**src/rtl/uart_tx_framed.sv**
```systemverilog
// Framed UART transmitter: pops characters from a first-word-fall-through FIFO
// and serialises them as start / data (LSB first) / optional parity / stop bits.
module uart_tx_framed #(
  parameter int BAUD_RATE  = 115200,
  parameter int CLOCK_RATE = 100_000_000,
  parameter int DATA_BITS  = 8,
  parameter int PARITY     = 0,
  parameter int STOP_BITS  = 1
) (
  input  logic       clk_tx,
  input  logic       rst_clk_tx,
  input  logic       char_fifo_empty,
  input  logic [7:0] char_fifo_dout,
  output logic       char_fifo_rd_en,
  output logic       txd_tx,
  output logic       tx_busy
);

  localparam int BIT_CLKS = (CLOCK_RATE + BAUD_RATE / 2) / BAUD_RATE;
  localparam int CW       = (BIT_CLKS > 2) ? $clog2(BIT_CLKS) : 1;
  localparam logic [CW-1:0] BIT_LOAD  = CW'(BIT_CLKS - 1);
  localparam logic [2:0]    LAST_DATA = 3'(DATA_BITS - 1);
  localparam logic [2:0]    LAST_STOP = 3'(STOP_BITS - 1);

  generate
    if (BIT_CLKS < 2 || DATA_BITS < 5 || DATA_BITS > 8 ||
        PARITY < 0 || PARITY > 2 || STOP_BITS < 1 || STOP_BITS > 2) begin : g_param_check
      $fatal(1, "uart_tx_framed: illegal parameter combination");
    end
  endgenerate

  typedef enum logic [2:0] {
    S_IDLE,
    S_START,
    S_DATA,
    S_PARITY,
    S_STOP
  } state_t;

  state_t               state;
  logic [CW-1:0]        bit_cnt;
  logic [2:0]           bit_idx;
  logic [DATA_BITS-1:0] shreg;
  logic                 par_bit;

  // Pop is decoded from the registered state so it lands in the same cycle
  // the FIFO head is latched, including the very first cycle after reset.
  always_comb begin
    char_fifo_rd_en = 1'b0;
    tx_busy         = 1'b0;
    if (!rst_clk_tx) begin
      char_fifo_rd_en = (state == S_IDLE) && !char_fifo_empty;
      tx_busy         = char_fifo_rd_en || (state != S_IDLE);
    end
  end

  always_ff @(posedge clk_tx) begin
    if (rst_clk_tx) begin
      state   <= S_IDLE;
      txd_tx  <= 1'b1;
      bit_cnt <= '0;
      bit_idx <= '0;
      shreg   <= '0;
      par_bit <= 1'b0;
    end else begin
      case (state)
        S_IDLE: begin
          txd_tx <= 1'b1;
          if (!char_fifo_empty) begin
            shreg   <= char_fifo_dout[DATA_BITS-1:0];
            par_bit <= (^char_fifo_dout[DATA_BITS-1:0]) ^ (PARITY == 2);
            bit_cnt <= BIT_LOAD;
            bit_idx <= '0;
            txd_tx  <= 1'b0;
            state   <= S_START;
          end
        end
        S_START: begin
          if (bit_cnt == '0) begin
            txd_tx  <= shreg[0];
            shreg   <= {1'b0, shreg[DATA_BITS-1:1]};
            bit_cnt <= BIT_LOAD;
            bit_idx <= '0;
            state   <= S_DATA;
          end else begin
            bit_cnt <= bit_cnt - 1'b1;
          end
        end
        S_DATA: begin
          if (bit_cnt == '0) begin
            bit_cnt <= BIT_LOAD;
            if (bit_idx == LAST_DATA) begin
              bit_idx <= '0;
              if (PARITY != 0) begin
                txd_tx <= par_bit;
                state  <= S_PARITY;
              end else begin
                txd_tx <= 1'b1;
                state  <= S_STOP;
              end
            end else begin
              bit_idx <= bit_idx + 1'b1;
              txd_tx  <= shreg[0];
              shreg   <= {1'b0, shreg[DATA_BITS-1:1]};
            end
          end else begin
            bit_cnt <= bit_cnt - 1'b1;
          end
        end
        S_PARITY: begin
          if (bit_cnt == '0) begin
            bit_cnt <= BIT_LOAD;
            bit_idx <= '0;
            txd_tx  <= 1'b1;
            state   <= S_STOP;
          end else begin
            bit_cnt <= bit_cnt - 1'b1;
          end
        end
        S_STOP: begin
          txd_tx <= 1'b1;
          // bit_idx counts stop bits so each one reuses the single-bit timer.
          if (bit_cnt == '0) begin
            bit_cnt <= BIT_LOAD;
            if (bit_idx == LAST_STOP) begin
              bit_idx <= '0;
              state   <= S_IDLE;
            end else begin
              bit_idx <= bit_idx + 1'b1;
            end
          end else begin
            bit_cnt <= bit_cnt - 1'b1;
          end
        end
        default: begin
          state  <= S_IDLE;
          txd_tx <= 1'b1;
        end
      endcase
    end
  end

endmodule

```
**config.mk**
```make
export PLATFORM = sky130hd
export DESIGN_NAME = uart_tx_framed
export DESIGN_NICKNAME = d
export VERILOG_FILES = /design/src/rtl/uart_tx_framed.sv
export SDC_FILE = /design/constraint.sdc
export NUM_CORES = 1
export LEC_CHECK = 0
export ABC_AREA = 1
export BUFFER_PORTS_ARGS = -buffer_cell sky130_fd_sc_hd__buf_4
export CAP_MARGIN = 20
export CORE_UTILIZATION = 45
export CTS_BUF_LIST = sky130_fd_sc_hd__clkbuf_16
export CTS_CLUSTER_SIZE = 40
export DETAILED_ROUTE_END_ITERATION = 10
export PLACE_DENSITY = 0.63
export SYNTH_ARGS = -nofsm -noshare
export SYNTH_HDL_FRONTEND = slang
export SYNTH_SLANG_ARGS = --single-unit
```
**constraint.sdc**
```tcl
create_clock -name clk_tx -period 1.7 [get_ports clk_tx]
set_clock_uncertainty 0.05 [all_clocks]
set_input_delay 0.17 -clock clk_tx [delete_from_list [all_inputs] [get_ports clk_tx]]
set_output_delay 0.17 -clock clk_tx [all_outputs]
set_load 0.005 [all_outputs]
```
# [Yosys cells after proc, flatten, opt, wreduce, memory -nomap -nowiden]
# Index checks and enable logic that the tools add are counted.
# W data, S select, Z words.
[classes] add_sub_neg=2 n_mul=0 div=0 magnitude_cmp=0 eq_ne=14 n_shift=0 mux=31 bitwise=0 n_reduce_logical=17
[op_table] op="$mux W3" count=13
[op_table] op="$mux W8" count=4
[op_table] op="$pmux W8 S3" count=1
[op_table] op="$mux W10" count=2
[op_table] op="$pmux W10 S2" count=1
[op_table] op="$ne A2 B2 Y1 const B" count=8
[op_table] op="$pmux W3 S5" count=1
[op_table] op="$pmux W3 S4" count=1
[op_table] op="$logic_not A10 Y1" count=1
[op_table] op="$reduce_and A5 Y1" count=2
[op_table] op="$sub A10 B1 Y10 const B" count=1
[op_table] op="$mux W1" count=7
[op_table] op="$reduce_and A7 Y1" count=1
[op_table] op="$eq A3 B2 Y1 const B" count=2
[op_table] op="$eq A3 B3 Y1 const B" count=2
[op_table] op="$logic_not A3 Y1" count=2
[op_table] op="$reduce_bool A3 Y1" count=2
[op_table] op="$pmux W1 S4" count=1
[op_table] op="$reduce_bool A4 Y1" count=1
[op_table] op="$reduce_or A4 Y1" count=1
[op_table] op="$add A3 B1 Y3 const B" count=1
[op_table] op="$eq A3 B1 Y1 const B" count=1
[op_table] op="$reduce_and A3 Y1" count=1
[op_table] op="$ne A2 B1 Y1 const B" count=1
[op_table] op="other kinds (6)" count=6
[word_totals] register_bits=25 latch_bits=0 ram_bits=0 mem_bits_ro=0 input_bits=11 out_inout_bits=3 elab_cells=69 mem_count=0

# [Logic depth before layout (Yosys ltp)]
[logic_depth] word_depth=4 depth_mapped=10 ltp_nobuf=10

# [Least setup slack after synthesis]
# OpenSTA, ideal clock, no wires.
[synth_path] path_type="register to register" start="register bit_cnt[0]" end="register shreg[7]" setup_time_ps=115 arrival_time_ps=1355 required_ps=1535 slack_ps=180 stages_incl_launch_ff=11 path_buffers=1 period_less_slack_ps=1520 cell_sequence="dfxtp_1 -> inv_1 -> ha_1 -> nand3_2 -> nor2_1 -> nand2_2 -> nand2_2 -> buf_4 -> nand3_1 -> nand2_1 -> nor2_1"
[synth_via] elab_chain_cells=3 word_cells_on_any_way=4 classes_between="eq/ne: 2; reduce/logical: 2"
[synth_rtl] item="start, declared" line_no="41" rtl="logic [CW-1:0] bit_cnt;"
[synth_rtl] item="start signal, assigned" line_no="86" rtl="bit_cnt <= bit_cnt - 1'b1;"
[synth_rtl] item="start signal, assigned" line_no="107" rtl="bit_cnt <= bit_cnt - 1'b1;"
[synth_rtl] item="start signal, assigned" line_no="117" rtl="bit_cnt <= bit_cnt - 1'b1;"
[synth_rtl] item="$logic_not A10 Y1 *" line_no="79, 90"
[synth_rtl] item="$ne A2 B2 Y1 (no source line)"
[synth_rtl] item="$reduce_and A5 Y1 (no source line) *"
[synth_rtl] item="end signal, assigned" line_no="70" rtl="shreg <= char_fifo_dout[DATA_BITS-1:0];"
[synth_rtl] item="end signal, assigned" line_no="81" rtl="shreg <= {1'b0, shreg[DATA_BITS-1:1]};"
[synth_rtl] item="end signal, assigned" line_no="104" rtl="shreg <= {1'b0, shreg[DATA_BITS-1:1]};"
[synth_rtl] item="end, declared" line_no="43" rtl="logic [DATA_BITS-1:0] shreg;"
# Mark *: on every way between the ends. The rest lies on a longest branch, timed or not.
# A chain may end at the register's enable or synchronous reset.

# [Final worst setup path]
[layout_path] start="register state[1]" end="output port char_fifo_rd_en"
[layout_via] elab_chain_cells=3
[layout_rtl] item="start, declared" line_no="40" rtl="state_t state;"
[layout_rtl] item="start signal, assigned" line_no="59" rtl="state <= S_IDLE;"
[layout_rtl] item="start signal, assigned" line_no="75" rtl="state <= S_START;"
[layout_rtl] item="start signal, assigned" line_no="84" rtl="state <= S_DATA;"
[layout_rtl] item="$logic_not A3 Y1" line_no="52" rtl="char_fifo_rd_en = (state == S_IDLE) && !char_fifo_empty;"
[layout_rtl] item="$logic_and A1 B1 Y1" line_no="52"
[layout_rtl] item="$mux W1" line_no="51" rtl="if (!rst_clk_tx) begin"
[layout_rtl] item="end, declared" line_no="14" rtl="output logic char_fifo_rd_en,"
# Every way passes these cells.

==> flow_metrics.env <==
export IMPL_status="completed"
export IMPL_hold_end="state[0]$_SDFFE_PP0P_"
export IMPL_core_area_sq_um=3130
export IMPL_peakVddDrop_uv=938
export IMPL_yosys_area_top_type="dfxtp_1"
export IMPL_setup_violations=0
export IMPL_synth_top_area_frac=0.330
export IMPL_vias=1411
export IMPL_numCtsBuffers=3
export IMPL_nets=272
export IMPL_drive_gt1_frac=0.160
export IMPL_dr_pass1_iters=4
export IMPL_fillers=319
export IMPL_numPortBuffers=13
export IMPL_syn_nets=255
export IMPL_r2r_slack_ns=0.12
export IMPL_rsz0062_at_grt="true"
export IMPL_hold_class="in -> reg"
export IMPL_total_power_mw=3.62
export IMPL_powerDensity_nw_per_um2=2040
export IMPL_synth_seq_cells=25
export IMPL_place_inst=296
export IMPL_startpoint="state[1]$_SDFFE_PP0P_"
export IMPL_synth_warnings=0
export IMPL_cts_root_buffer="clkbuf_16"
export IMPL_die_w_um=60.1
export IMPL_path_max_fanout=7
export IMPL_wl_mm=3.10
export IMPL_ant_nets=0
export IMPL_dp_hpwl_mm=2.26
export IMPL_insertedDiodeCount=0
export IMPL_design_portCount=14
export IMPL_fin_ws_ns=0.107
export IMPL_gp_congestion=0.853
export IMPL_die_y_um=60.1
export IMPL_cts_hold_fix_buffers=0
export IMPL_cp_end_kind="output pin"
export IMPL_gr_usage_all_layers=0.202
export IMPL_dpl_instance_area_sq_um=1660
export IMPL_fin_cells=300
export IMPL_clock_path_buffers=2
export IMPL_placementRows=20
export IMPL_syn_area_sq_um=1520
export IMPL_antenna_found_initial=0
export IMPL_critical_path_slowest_cell="dfxtp_2"
export IMPL_cp_arrival_ns=1.37
export IMPL_reg2reg_depth=8
export IMPL_drcViolationCount=0
export IMPL_r2r_end="txd_tx$_SDFFE_PP1P_"
export IMPL_maxCapViolCount=0
export IMPL_path_clk_slew_ns=0.06
export IMPL_finalMaxSlewViolations=0
export IMPL_syn_instance_count=240
export IMPL_crit_type="reg -> out"
export IMPL_area_growth_pct=17.3
export IMPL_dieArea_sq_um=3610
export IMPL_cts_sinks=25
export IMPL_crit_chain="nor2_4 > nand3_1 > nand3_2 > nor2_1 > buf_4"
export IMPL_start_util=0.485
export IMPL_ys_types=23
export IMPL_grt_max_degree=18
export IMPL_fin_crit_sh=0.937
export IMPL_grt_overflow_total=0
export IMPL_r2r_start="bit_idx[0]$_SDFFE_PP0P_"
export IMPL_syn_area_per_cell_sq_um=6.32
export IMPL_cp_buffers_inverters=1
export IMPL_htreeDepth=1
export IMPL_synth_seq_area_share=0.330
export IMPL_hold_viol=0
export IMPL_leakagePower_nw=0.913
export IMPL_min_path_cells=2
export IMPL_cts_tree="done"
export IMPL_slowest_delay_ns=0.36
export IMPL_wl_per_cell_um=10.3
export IMPL_drt_iter0_drc=93
export IMPL_critPathTopFamily="simple AND/OR/NAND/NOR gates"
export IMPL_fin_area_sq_um=1780
export IMPL_crit_path_start_kind="flip-flop"
export IMPL_netlist_top_cells_area="dfxtp_1 33%, nand2_1 17%, nand3_1 11%"
export IMPL_max_freq_mhz=628
export IMPL_grt_pass1_wl_mm=5.43
export IMPL_hp_start="rst_clk_tx"
export IMPL_vias_per_cell=4.70
export IMPL_fin_crit_ns=1.59
export IMPL_worstPathRequired_ns=1.48
export IMPL_worst_pin_slew_ns=0.376
export IMPL_worstSkewPairLatency_ns=0.26
export IMPL_relSlewSlack=0.748
export IMPL_grt_pass1_vias=1249
export IMPL_dp_slack_ns=0.0508
-- cell usage in the layout, fill, tap and decap left out, drive strengths merged --
cell	count
clkinv	1
o211ai	1
a21oi	14
o21ai	7
ha	4
clkbuf	3
nor3	5
nand3	35
nand3b	3
nand2	70
nor2	35
buf	17
inv	34
nand4	1
xor2	1
dfxtp	25
-- final cells by class --
class                   count  area (sq um)  area share
well taps                  44          55.1      0.0309
multi-input cells         176           883       0.496
repair buffers             17           128      0.0717
clock buffers               3          75.1      0.0422
flip-flops and latches     25           503       0.283
inverters                  34           130      0.0731
clock inverters             1          5.00     0.00281
-- metrics by stage --
step / hold WS [ns] / util / TNS [ns]
floorplan: 0.189 / - / 0
global placement: 0.352 / 0.531 / 0
global route: 0.0853 / 0.569 / -0.0108
detailed placement: 0.355 / 0.531 / 0
finish: 0.0742 / 0.569 / 0
CTS: 0.0758 / 0.557 / 0
-- Yosys cell counts --
cell type	number
nand3_2	2
dfxtp_1	25
nand3b_1	3
xor2_2	1
a21oi_2	1
nor3_1	5
o21ai_1	1
buf_4	1
buf_1	2
inv_1	33
nor2_4	3
inv_4	1
o21ai_0	6
nand2_1	67
ha_1	4
nand3_1	33
o211ai_1	1
nand2_2	3
a21oi_1	13
nor2_1	31
nor2_2	1
buf_6	2
nand4_1	1
-- flip-flops by register name, indices dropped and copies added (netlist names) --
name and count:
bit_cnt 10, bit_idx 3, shreg 8, state 3
txd_tx 1
-- power by group --
group / switching [mW] / internal [mW] / leakage [nW] / total [mW]
clock network: 0.210 / 0.317 / 0.0409 / 0.527
registers: 0.158 / 0.811 / 0.207 / 0.969
logic: 1.38 / 0.748 / 0.665 / 2.13
total: 1.75 / 1.88 / 0.913 / 3.62
-- how the worst max path moves through the flow --
stage               cells after the start                      end
finish                                  5          char_fifo_rd_en
global route                            8  bit_idx[1]$_SDFFE_PP0P_
CTS                                     9    shreg[5]$_SDFFE_PP0P_
detailed placement                      9    shreg[3]$_SDFFE_PP0P_
global placement                        9    shreg[4]$_SDFFE_PP0P_
floorplan                              10    shreg[7]$_SDFFE_PP0P_
-- per-layer routing --
metal  global-route usage  share of wire  vias to the layer above
met1                0.266           0.53                      601
met5                    0              0                        -
met4               0.0897          0.016                        0
li1                     -              -                      792
met2                0.311           0.42                       14
met3               0.0476          0.025                        4
-- logic make-up after synthesis --
logic type | count (synthesis) | synth area share
DFF | 25 | 0.330
xor gates and xnor gates | 1 | 0.0107
AOI/OAI and AO/OA | 22 | 0.0767
buffers and inverters | 39 | 0.111
and+or+nand+nor | 149 | 0.439
adders and majority gates | 4 | 0.0330
-- what timing repair did --
action,in CTS,in global routing
resized for setup,0,11
setup buffers,0,0
endpoints found under the hold margin,0,0
endpoints found under the setup margin,0,21
Note: power is estimated with default switching activity, not from simulation.
